<file path="src/rtl/issue_scheduler.sv">
// issue_scheduler: picks the oldest ready reservation-buffer entry for each of the
// ALU, BRANCH and MEM ports. It pulses a mark so the buffer can retire the entry to
// S_EXECUTING, and holds a registered copy until the execution unit accepts it.
// MEM issues strictly in program order. A mispredict flush drops held issues on the
// killed speculative path.
// Optional feature: define ISSUE_STALL_CNT_EN to build saturating per-port stall counters.

package issue_scheduler_pkg;
  localparam int unsigned BUF_SIZE  = 8;
  localparam int unsigned IDX_W     = $clog2(BUF_SIZE);
  localparam int unsigned SPECTAG_W = 6;

  typedef logic [IDX_W-1:0]     index_t;
  typedef logic [SPECTAG_W-1:0] spectag_t;

  typedef enum logic [1:0] {S_EMPTY, S_NOT_EXECUTED, S_EXECUTING, S_DONE} e_state_t;
  typedef enum logic [1:0] {UNIT_ALU, UNIT_BRANCH, UNIT_LOAD, UNIT_STORE} unit_t;

  typedef struct packed {
    e_state_t    e_state;
    unit_t       unit;
    logic        j_rdy;
    logic        k_rdy;
    spectag_t    speculative_tag;
    logic [15:0] op;
  } entry_t;
endpackage

module issue_scheduler
  import issue_scheduler_pkg::*;
#(
  parameter int unsigned BUF_SIZE = issue_scheduler_pkg::BUF_SIZE,
  parameter int unsigned NPORT    = 3
) (
  input  logic              clk,
  input  logic              rst_n,
  input  entry_t            entries_all [BUF_SIZE],
  input  logic              flush_valid,
  input  spectag_t          flush_tag,
  output logic [NPORT-1:0]  issue_valid,
  input  logic [NPORT-1:0]  issue_ready,
  output entry_t            issue_entry [NPORT],
  output index_t            issue_index [NPORT],
  output logic [NPORT-1:0]  mark_valid,
  output index_t            mark_index  [NPORT],
  output logic [31:0]       stall_cnt   [NPORT]
);

  localparam int unsigned PortAlu    = 0;
  localparam int unsigned PortBranch = 1;
  localparam int unsigned PortMem    = 2;

  logic [NPORT-1:0] cand_ok;
  index_t           cand_idx [NPORT];
  logic [NPORT-1:0] capture;
  logic [NPORT-1:0] kill;
  logic             mem_seen;

  // Oldest eligible entry per port; MEM stops at the oldest memory op whether or not it is ready.
  always_comb begin
    cand_ok  = '0;
    mem_seen = 1'b0;
    for (int p = 0; p < NPORT; p++) cand_idx[p] = '0;
    for (int i = 0; i < BUF_SIZE; i++) begin
      if (entries_all[i].e_state == S_NOT_EXECUTED) begin
        if (entries_all[i].unit == UNIT_LOAD || entries_all[i].unit == UNIT_STORE) begin
          if (!mem_seen) begin
            mem_seen = 1'b1;
            if (entries_all[i].j_rdy && entries_all[i].k_rdy) begin
              cand_ok[PortMem]  = 1'b1;
              cand_idx[PortMem] = index_t'(i);
            end
          end
        end else if (entries_all[i].unit == UNIT_ALU) begin
          if (!cand_ok[PortAlu] && entries_all[i].j_rdy && entries_all[i].k_rdy) begin
            cand_ok[PortAlu]  = 1'b1;
            cand_idx[PortAlu] = index_t'(i);
          end
        end else begin
          if (!cand_ok[PortBranch] && entries_all[i].j_rdy && entries_all[i].k_rdy) begin
            cand_ok[PortBranch]  = 1'b1;
            cand_idx[PortBranch] = index_t'(i);
          end
        end
      end
    end
  end

  // Capture decision and mark pulse; gated by rst_n so marks read zero while in reset.
  always_comb begin
    for (int p = 0; p < NPORT; p++) begin
      capture[p]    = rst_n && cand_ok[p] && !flush_valid && (!issue_valid[p] || issue_ready[p]);
      kill[p]       = flush_valid && (|(issue_entry[p].speculative_tag & flush_tag));
      mark_index[p] = cand_idx[p];
    end
    mark_valid = capture;
  end

  // Held issue slot per port: capture has priority, flush kill or accept releases.
  always_ff @(posedge clk or negedge rst_n) begin
    if (!rst_n) begin
      issue_valid <= '0;
      for (int p = 0; p < NPORT; p++) begin
        issue_entry[p] <= '0;
        issue_index[p] <= '0;
      end
    end else begin
      for (int p = 0; p < NPORT; p++) begin
        if (capture[p]) begin
          issue_valid[p] <= 1'b1;
          issue_entry[p] <= entries_all[cand_idx[p]];
          issue_index[p] <= cand_idx[p];
        end else if (issue_valid[p] && (kill[p] || issue_ready[p])) begin
          issue_valid[p] <= 1'b0;
        end
      end
    end
  end

`ifdef ISSUE_STALL_CNT_EN
  // Saturating count of cycles a held issue waits on its unit.
  always_ff @(posedge clk or negedge rst_n) begin
    if (!rst_n) begin
      for (int p = 0; p < NPORT; p++) stall_cnt[p] <= '0;
    end else begin
      for (int p = 0; p < NPORT; p++) begin
        if (issue_valid[p] && !issue_ready[p] && (stall_cnt[p] != 32'hFFFF_FFFF)) begin
          stall_cnt[p] <= stall_cnt[p] + 32'd1;
        end
      end
    end
  end
`else
  // Counters not built: outputs tied low.
  always_comb begin
    for (int p = 0; p < NPORT; p++) stall_cnt[p] = '0;
  end
`endif

endmodule

</file>
<file path="config.mk">
export PLATFORM = sky130hd
export DESIGN_NAME = issue_scheduler
export DESIGN_NICKNAME = d
export VERILOG_FILES = /design/src/rtl/issue_scheduler.sv
export SDC_FILE = /design/constraint.sdc
export NUM_CORES = 1
export LEC_CHECK = 0
export ABC_AREA = 1
export ABC_CLOCK_PERIOD_IN_PS = 2110
export BUFFER_PORTS_ARGS = -buffer_cell sky130_fd_sc_hd__buf_2
export CORE_AREA = 2 2 172 174
export CTS_CLUSTER_SIZE = 28
export DETAILED_ROUTE_END_ITERATION = 16
export DIE_AREA = 0 0 174 176
export GPL_ROUTABILITY_DRIVEN = 0
export PLACE_DENSITY_LB_ADDON = 0.1
export SLEW_MARGIN = 15
export SYNTH_ARGS = -nofsm -noshare
export SYNTH_HDL_FRONTEND = slang
export SYNTH_SLANG_ARGS = --single-unit
</file>
<file path="constraint.sdc">
create_clock -name clk -period 2.11 [get_ports clk]
set_clock_uncertainty 0.05 [all_clocks]
set_input_delay 0.211 -clock clk [delete_from_list [all_inputs] [get_ports clk]]
set_output_delay 0.211 -clock clk [all_outputs]
set_load 0.1 [all_outputs]
</file>
==> key figures <==
CTS
  – Num CTS Buffers: 9
  – CTS clk-pin slew, worst paths: 0.08 ns
  – CTS Buffer Depth: 2
  – CTS tree: built
  – Sink Count: between 90 and 100
  – Clk_lat worst skew: between 0.3 and 0.4 ns
  – H-tree depth: 3
  – Root buffer cell: clkbuf_16

Floorplanning
  – Chip height: ~180 µm
  – Core Area: 28500 µm²
  – # rows: 62
  – Initial Util: 37.9%
  – Die ar.: between 30000 and 40000 µm²
  – Die W: 174 µm
  – I/O pin count: 440

Detailed routing
  – Drt first pass iters: 6
  – ANT nets after route: 0
  – DR DRC count: 0
  – Vias/cell: approximately 5.3
  – DRT iter0 DRCs: between 1k and 1.5k
  – Via Count: approximately 14k
  – WL/cell: 18.6 µm
  – Post-Route WL: 49000 µm

STA
  – Worst rel slew slack: between 60% and 70%
  – Fmax: between 400 and 500 MHz
  – Setup-failing EPs final: 0
  – Final worst path period share: 95.3%
  – Worst-Margin Slew: ~0.57 ns
  – Endpoints failing hold: 0
  – Final Critical Period: approximately 2.0 ns
  – Pins Over Slew Limit: 0
  – RSZ-0062 raised after global routing: yes
  – Worst setup margin: 0.0998 ns
  – Hold_ws: 0.0628 ns

Synthesis
  – Sequential area share after synthesis: between 20% and 30%
  – Post-synth cell types: 38
  – Synth Area per Inst: 5.75 µm²
  – Synth Cell Area: 10800 µm²
  – Ranking of synthesized cells by area: nand3_1 27%, dfrtp_1 22%, nand2_1 21%, buf_4 7.9%, inv_1 6.7%
  – #FFs+latches synth: between 90 and 100
  – Post-synth top area share: between 20% and 30%
  – Syn Inst Count: around 1.9k
  – Synth warnings: 0
  – Largest area contributor in the netlist: nand3_1

Global routing
  – GRT Overall Usage: 31.0%
  – Largest net degree at the start of global routing: 97
  – Vias in the first global route: 13.1k
  – Initial antenna violation count: 6
  – Global-route wire length before repair: ~74000 µm
  – Grt ovf: 0

Worst setup path
  – CP endpoint kind: primary output
  – Kind of start point of the critical path: primary input
  – R2R depth: 9
  – Critical path peak fanout: 8
  – CP arrival: between 1.5 and 2 ns
  – Crit path kind: primary input to primary output
  – Worst Path Required: 1.85 ns

Job
  – Max Cap Viol: 0

Placed design
  – Post-DP HPWL: around 36000 µm
  – Setup WS pre-CTS: -0.0748 ns
  – Placed cell count: roughly 2.6k
  – Port bufs: 343

Layout
  – Multi-input gate area: around 6700 µm²
  – Most frequent cells in the layout: 595 x nand2_1, 592 x nand3_1, 330 x buf_2
  – Syn-to-layout area delta: 30.5%
  – Filler cells: 3069
  – Final nets: about 2.5k
  – Layout cells sized above 1: about a quarter
  – Most common cell after layout, fill and taps aside: nand2_1
  – Register area: 2400 µm²
  – Final non-filler cell total: 2632

Pwr
  – Static leakage: ~8 nW
  – PD cells: approximately 910 nW/µm²
  – Max IR drop VDD: 0.663 mV
  – Total Power: approximately 13 mW

Status
  – Status: completed

Hold path
  – Hold Path Stages: 4
  – Tightest Hold Check Type: primary input to flop
[layout make-up]
class | count | area share (%)
Antenna cell | 4 | 0.0710
Tap cell | 384 | 3.41
Clock inverter | 6 | 0.408
Timing Repair Buffer | 472 | 24.4
Clock buffer | 10 | 1.62
Multi-Input combinational cell | 1452 | 47.4
Sequential cell | 96 | 17.0
Inverter | 208 | 5.62
[worst max-delay path, stage by stage]
cell and delay, ns:
buf_2 0.09, nand2_1 0.08, inv_1 0.06, nand3_1 0.15, nand2_2 0.10, nor2_4 0.14, nand3_2 0.13, nor2_4 0.14
buf_4 0.12, nand2_1 0.07, nand2_4 0.10, buf_12 0.11, inv_2 0.07, buf_12 0.17
[report_power, final]
group / internal, mW / switching [mW]
combinational: 1.43 / 6.85
clock: 0.837 / 0.941
sequential: 2.43 / 0.399
[registers in the layout (all words and copies together), names as in the netlist]
register     flops
issue_entry     84
issue_valid      3
issue_index      9
[synth_stat cells]
| library cell | count |
|---|---|
| a21bo_2 | 1 |
| a21oi_1 | 1 |
| a21oi_2 | 2 |
| a221oi_1 | 3 |
| a22o_1 | 1 |
| a31oi_1 | 5 |
| buf_1 | 8 |
| buf_2 | 66 |
| buf_4 | 114 |
| buf_6 | 7 |
| clkbuf_1 | 25 |
| conb_1 | 1 |
| dfrtp_1 | 96 |
| inv_1 | 192 |
| inv_2 | 14 |
| inv_4 | 2 |
| nand2_1 | 599 |
| nand2_2 | 5 |
| nand2_4 | 3 |
| nand3_1 | 594 |
| nand3_2 | 2 |
| nand3b_1 | 25 |
| nand4_1 | 3 |
| nand4_2 | 1 |
| nand4_4 | 1 |
| nor2_1 | 54 |
| nor2_2 | 11 |
| nor2_4 | 6 |
| nor3_1 | 2 |
| nor3_2 | 1 |
| nor3_4 | 1 |
| nor3b_1 | 2 |
| o21ai_0 | 7 |
| o21ai_1 | 12 |
| o21ai_4 | 1 |
| o31ai_1 | 2 |
| or2_1 | 1 |
| or2_2 | 10 |
[metal layers]
layer	share of wire, %	vias to the layer above	track usage (%)
li1	-	6556	-
met1	39	6430	37.8
met2	48	768	53.7
met3	8.4	130	4.13
met4	4.9	6	16.0
met5	0.080	-	0
[path summary, 6_finish.rpt]
path	start	end	slack, ns
max	entries_all[190]	mark_valid[0]	0.1
min	issue_ready[2]	issue_valid[2]	0.06
max reg2reg	issue_valid[0]	issue_entry[74]	0.24
min reg2reg	issue_entry[54]	issue_entry[54]	0.42
max in group asynchronous	rst_n	issue_valid[0]	1.04
min in group asynchronous	rst_n	issue_entry[79]	0.50
[logic make-up (layout without fill, tap and decap cells)]
| logic type | Yosys count | in the layout | share of synthesized area, % |
|---|---|---|---|
| and+or+nand+nor | 1321 | 1321 | 55.5 |
| buffers and inverters | 428 | 696 | 20.1 |
| DFF | 96 | 96 | 22.2 |
| AOI/OAI and AO/OA | 35 | 35 | 2.08 |
| other | 1 | 100 | 0.0347 |
[per-stage QoR]
stage               util (%)  instance area [µm²]  setup TNS (ns)
floorplan                  -                11200               0
global placement        47.7                13600          -0.244
detailed placement      47.7                13600           -1.31
CTS                     48.8                13900               0
global route            49.4                14100         -0.0827
finish                  49.4                14100               0
[what timing repair did]
action,CTS,global route
buffers inserted,0,9
hold endpoints to repair,98,0
cloned,0,1
resized for setup,2,13
pin swaps,0,4
hold buffers,3,0
setup endpoints to repair,2,8
No activity file was read; power rests on OpenSTA's default activity.
